<file path="config.mk">
export PLATFORM = sky130hd
export DESIGN_NAME = mix_column_seq
export DESIGN_NICKNAME = d
export VERILOG_FILES = /design/src/rtl/aes_pkg.sv /design/src/rtl/gf_mul.sv /design/src/rtl/mix_column_seq.sv
export SDC_FILE = /design/constraint.sdc
export NUM_CORES = 1
export LEC_CHECK = 0
export ABC_AREA = 1
export CORE_UTILIZATION = 30
export DETAILED_ROUTE_END_ITERATION = 6
export HOLD_SLACK_MARGIN = 0.06
export PLACE_DENSITY_LB_ADDON = 0.12
export SYNTH_ARGS = -nofsm -noshare
export SYNTH_HDL_FRONTEND = slang
export SYNTH_SLANG_ARGS = --single-unit
</file>
<file path="constraint.sdc">
create_clock -name clk -period 3 [get_ports clk]
set_clock_uncertainty 0.2 [all_clocks]
set_input_delay 0.6 -clock clk [delete_from_list [all_inputs] [get_ports clk]]
set_output_delay 0.6 -clock clk [all_outputs]
set_load 0.005 [all_outputs]
</file>
<file path="src/rtl/aes_pkg.sv">
// ---------------------------------------------------------------------------
// aes_pkg
//
// Shared definitions for the AES round datapath blocks.
//   - state_t      : engine FSM states (IDLE / CALC / DONE)
//   - GF_RED       : reduction constant applied when a byte shifted left
//                    overflows bit 7 (low byte of x^8+x^4+x^3+x+1)
//   - MIX_FWD_ROW  : MixColumns coefficient row 0, packed {c0,c1,c2,c3}
//   - MIX_INV_ROW  : InvMixColumns coefficient row 0, packed {c0,c1,c2,c3}
// Row r of either matrix is row 0 rotated right by r byte positions.
// ---------------------------------------------------------------------------
package aes_pkg;

  typedef enum logic [1:0] {
    IDLE = 2'd0,
    CALC = 2'd1,
    DONE = 2'd2
  } state_t;

  localparam logic [7:0]  GF_RED      = 8'h1B;
  localparam logic [31:0] MIX_FWD_ROW = {8'h02, 8'h03, 8'h01, 8'h01};
  localparam logic [31:0] MIX_INV_ROW = {8'h0E, 8'h0B, 8'h0D, 8'h09};

  // Rotate a packed coefficient row right by r byte positions.
  function automatic logic [31:0] rot_row(input logic [31:0] row0,
                                          input logic [1:0]  r);
    logic [31:0] res;
    case (r)
      2'd0:    res = row0;
      2'd1:    res = {row0[7:0],  row0[31:8]};
      2'd2:    res = {row0[15:0], row0[31:16]};
      default: res = {row0[23:0], row0[31:24]};
    endcase
    return res;
  endfunction

endpackage

</file>
<file path="src/rtl/gf_mul.sv">
// ---------------------------------------------------------------------------
// gf_mul
//
// Combinational 8x8 multiplier over GF(2^8) with field polynomial 0x11B.
// Shift-and-XOR: for each set bit of b the current multiple of a is XORed
// into the product, and a is doubled (xtime) with a conditional 0x1B
// reduction. All intermediates stay 8 bits wide.
//
// Ports:
//   a  input  [7:0]  multiplicand
//   b  input  [7:0]  multiplier
//   p  output [7:0]  product a*b in GF(2^8)
// ---------------------------------------------------------------------------
module gf_mul
  import aes_pkg::*;
(
  input  logic [7:0] a,
  input  logic [7:0] b,
  output logic [7:0] p
);

  logic [7:0] acc;
  logic [7:0] mult;

  always_comb begin
    acc  = 8'h00;
    mult = a;
    for (int i = 0; i < 8; i++) begin
      if (b[i]) begin
        acc = acc ^ mult;
      end
      // xtime: shift left, fold the overflow bit back with 0x1B
      if (mult[7]) begin
        mult = {mult[6:0], 1'b0} ^ GF_RED;
      end else begin
        mult = {mult[6:0], 1'b0};
      end
    end
  end

  assign p = acc;

endmodule

</file>
<file path="src/rtl/mix_column_seq.sv">
// ---------------------------------------------------------------------------
// mix_column_seq
//
// Sequential AES MixColumns engine. One 32-bit column is accepted, then one
// output row is computed per cycle (four GF(2^8) products XORed together),
// and the finished column is presented with a valid/ready handshake.
//
// Handshakes: a transfer happens on a rising edge where valid and ready are
// both high. The producer holds data and valid stable until that edge; ready
// may be high without valid. in_valid is ignored while in_ready is low.
//
// Optional build macro INV_MIX_EN: adds the inv port; inv=1 at acceptance
// selects the InvMixColumns coefficients. Without it only the forward
// coefficients exist.
//
// Ports:
//   clk        input        rising-edge clock
//   rst        input        synchronous active-high reset
//   in_valid   input        col_in valid
//   in_ready   output       engine idle and able to accept a column
//   col_in     input [31:0] column, [31:24]=a0 (row 0) .. [7:0]=a3
//   inv        input        (INV_MIX_EN only) 1 = InvMixColumns
//   out_valid  output       col_out valid
//   out_ready  input        consumer accepts col_out
//   col_out    output[31:0] result column, [31:24]=b0 .. [7:0]=b3
//   busy       output       engine not idle
//
// Timing: acceptance edge E0, rows 0..3 written on E1..E4, DONE and
// out_valid from E4; with out_ready high the handshake is at E5 and the
// next acceptance at E6.
// ---------------------------------------------------------------------------
module mix_column_seq
  import aes_pkg::*;
(
  input  logic        clk,
  input  logic        rst,
  input  logic        in_valid,
  output logic        in_ready,
  input  logic [31:0] col_in,
`ifdef INV_MIX_EN
  input  logic        inv,
`endif
  output logic        out_valid,
  input  logic        out_ready,
  output logic [31:0] col_out,
  output logic        busy
);

  state_t      state;
  logic [1:0]  r;
  logic [31:0] work;
  logic [31:0] result;
  logic [31:0] next_result;
  logic [31:0] row0;
  logic [31:0] coef;
  logic [7:0]  term [4];
  logic [7:0]  b_r;

`ifdef INV_MIX_EN
  logic inv_q;
  assign row0 = inv_q ? MIX_INV_ROW : MIX_FWD_ROW;
`else
  assign row0 = MIX_FWD_ROW;
`endif

  assign coef = rot_row(row0, r);

  // Four products of the current row: coef byte j times column byte j.
  for (genvar j = 0; j < 4; j++) begin : g_term
    gf_mul u_gf_mul (
      .a (coef[31-8*j -: 8]),
      .b (work[31-8*j -: 8]),
      .p (term[j])
    );
  end

  assign b_r = term[0] ^ term[1] ^ term[2] ^ term[3];

  // Result register with byte r replaced by the current row's output.
  always_comb begin
    next_result = result;
    case (r)
      2'd0:    next_result[31:24] = b_r;
      2'd1:    next_result[23:16] = b_r;
      2'd2:    next_result[15:8]  = b_r;
      default: next_result[7:0]   = b_r;
    endcase
  end

  assign in_ready = (state == IDLE) && !rst;
  assign busy     = (state != IDLE);

  always_ff @(posedge clk) begin
    if (rst) begin
      state     <= IDLE;
      r         <= 2'd0;
      work      <= 32'h0;
      result    <= 32'h0;
      col_out   <= 32'h0;
      out_valid <= 1'b0;
`ifdef INV_MIX_EN
      inv_q     <= 1'b0;
`endif
    end else begin
      case (state)
        IDLE: begin
          if (in_valid) begin
            work  <= col_in;
            r     <= 2'd0;
`ifdef INV_MIX_EN
            inv_q <= inv;
`endif
            state <= CALC;
          end
        end
        CALC: begin
          result <= next_result;
          r      <= r + 2'd1;
          if (r == 2'd3) begin
            // next_result already holds row 3, so the whole column
            // lands in col_out in a single write.
            col_out   <= next_result;
            out_valid <= 1'b1;
            state     <= DONE;
          end
        end
        DONE: begin
          if (out_ready) begin
            out_valid <= 1'b0;
            state     <= IDLE;
          end
        end
        default: begin
          out_valid <= 1'b0;
          state     <= IDLE;
        end
      endcase
    end
  end

endmodule
</file>
==> run metrics <==
max-slew violations=0; post-route setup TNS=0 ns; Detailed Route WL=13700 µm; cts bufs inserted=9; Yosys cell types=30; max-cap violation count=0; total setup buffers inserted after CTS=0; starting density of the core=between 30% and 40%; required time at the worst-slack endpoint=3.06 ns; Routed Antenna Nets=0; Synth Instances=around 800; Buf+Inv Stages, Crit Path=4; via count=between 4000 and 5000; CP Max Fanout=8; Die Height=between 100 and 150 µm; CP startpoint kind=flop; number of global-route vias before repair=about 4500; FFs w/ async S/R, synth=0%; hold endpoint=out_valid; Pre-antenna DRT Iters=7; worst setup path class=flop to flop; RSZ-0062 raised after global routing=false; Hold Startpoint=out_valid; CP max stage delay=0.43 ns; status=finished clean; most frequent cells in the layout=nand2_1, dfxtp_1, nor2_1, nand3_1, inv_1; commonest non-fill, non-tap cell in the layout=nand2_1; clock root cell=clkbuf_16; std cell rows=48; Tmin final=between 2 and 3 ns; Critical-path top delay cell=dfxtp_1; PwrDens=about 540 mW/mm²; DP Wirelength=slightly above 10000 µm; Critical R2R Capture=result[3]; Pleak=roughly 0.0029 µW; number of synthesized register bits=between 100 and 150; warnings from Yosys=0; mapped cell area=around 0.0053 mm²; Avg Inst Size Synth=around 6.7 µm²; final net count=between 800 and 900; cts repair resizes=0; initial DRC count=~280; Worst-Skew Late Latency=0.35 ns; DIE AREA=0.0182 mm²; share of layout cells above drive strength 1=just under 7%; Syn Nets=840; arrival time worst endpoint=between 2 and 3 ns; n_diodes=0; area grow syn2layout=23.9%; Final Util=a little under two fifths; worst-path cell chain=inv_1 > ha_1 > inv_1 > nand2_1 > o21bai_1 > nand2_1 > inv_1 > nand2_1 > nand2_1 > nand2_1 > nand3_1 > nand3_1 > nand3_1 > nand2_1 > inv_1; reg2reg path depth=15; core area=around 0.017 mm²; Buffers on Ports=70; largest net degree at the start of global routing=67; crit end category=flop; CTS Hold Buffers Added=0; Reg2Reg Setup Slack=0.33 ns; CP delay by family, top=simple AND/OR/NAND/NOR gates; Max Root-Sink Buffers=2; Reg-to-Reg Start=r[1]; VDD IR max=roughly 280 µV; sequential area share after synthesis=38.1%; total power=3540 µW; Routability Congestion=0.788; class of the worst hold path=flop to flop; Post-synth EDFFs=0; H-tree depth=3; first-pass GRT wire length=roughly 23000 µm; clock tree from TritonCTS=done; top_reg_cell synth=dfxtp_1; Setup-failing EPs final=0; Die X=between 100 and 150 µm; drt drc=0; initial antenna violation count=0; DR WL/cell=around 13 µm; CTS Sinks=a little over 100; Hold Violations, Final=0; Tcrit/Tclk final=about nine tenths; Crit path top cell by count=nand2_1; Worst-Margin Slew=roughly 0.63 ns; Worst slew margin=roughly 58%; grt ovf=0; Worst Hold Path Cells=2; GRT Total Usage=roughly 16%; IO Pins=71; post-DR vias/cell=between 4 and 5; fmax=375 MHz; Reg clk slew, reported paths=roughly 0.070 ns; crit path from=r[1]
synthesized netlist by cell type, types with 2 or more instances:
master | n | share of area [%]
xnor2_1 | 11 | 1.8
nand2_2 | 3 | 0.35
o21a_1 | 16 | 2.3
inv_2 | 2 | 0.14
a21oi_1 | 55 | 5.2
o21bai_1 | 6 | 0.85
buf_4 | 2 | 0.28
nand3b_1 | 4 | 0.57
or2_1 | 3 | 0.35
nor2_1 | 93 | 6.6
clkinv_1 | 3 | 0.21
o21ai_0 | 64 | 6.0
buf_1 | 6 | 0.42
dfxtp_1 | 101 | 38
or2_2 | 16 | 1.9
buf_2 | 4 | 0.38
ha_1 | 7 | 1.6
xor2_1 | 16 | 2.6
nand3_1 | 89 | 8.4
buf_6 | 2 | 0.42
nand2_1 | 181 | 13
inv_1 | 81 | 5.7
clkbuf_1 | 25 | 1.8
how the worst max path moves through the flow:
| stage | endpoint | depth (start not counted) |
|---|---|---|
| floorplan | result[4] | 15 |
| global placement | result[19] | 15 |
| detailed placement | col_out[3] | 15 |
| CTS | col_out[3] | 15 |
| global route | result[12] | 15 |
| finish | result[3] | 15 |
power by group:
part,total [µW],internal (µW),switching (µW)
clock network,1290,756,535
logic,774,292,482
registers,1480,1420,56.5
total,3540,2470,1070
flip-flops by register name, indices dropped and copies added (netlist names):
| signal | flops |
|---|---|
| col_out | 32 |
| result | 32 |
| work | 32 |
| r | 2 |
| state | 2 |
| out_valid | 1 |
layout make-up:
class	instances	area, µm²
Tap cell	225	282
Sequential cell	101	2020
Fill cell	1884	10700
Inverter	86	323
Clock buffer	11	243
Timing Repair Buffer	84	818
Clock inverter	5	83.8
Multi-Input combinational cell	571	2810
through the flow:
stage | area, µm² | hold WS (ns) | instances | worst slack (ns)
finish | 6580 | 0.268 | 1083 | 0.332
CTS | 6580 | 0.271 | 1083 | 0.298
global route | 6580 | 0.297 | 1083 | 0.0254
floorplan | 5310 | 0.245 | 797 | 0.869
global placement | 6250 | 0.265 | 1067 | 0.328
detailed placement | 6250 | 0.259 | 1067 | 0.309
routing by layer:
metal  global-route usage, %  vias to the layer above  routed length, µm  part of all wire, %
met2                    26.1                       99               6310                   46
met1                    21.8                     2123               6710                   49
met5                       0                        -                  0                    0
li1                        -                     2639                  -                    -
met4                    4.99                        0                183                  1.3
met3                    3.79                       15                542                  3.9
cells by family after synthesis:
kind of cell / count (synthesis) / synth area share, %
AOI/OAI and AO/OA: 142 / 14.5
and+or+nand+nor: 394 / 31.7
DFF: 101 / 38.1
buffers and inverters: 125 / 9.35
xor gates and xnor gates: 28 / 4.76
adders and majority gates: 7 / 1.65
worst reg2reg max path, cell delays in order, from the launching register on:
cell,delay (ns)
dfxtp_1,0.43
inv_1,0.11
ha_1,0.30
inv_1,0.31
nand2_1,0.11
o21bai_1,0.17
nand2_1,0.12
inv_1,0.06
nand2_1,0.07
nand2_1,0.05
nand2_1,0.06
nand3_1,0.19
nand3_1,0.19
nand3_1,0.08
nand2_1,0.09
inv_1,0.04
Note: power is estimated with default switching activity, not from simulation.
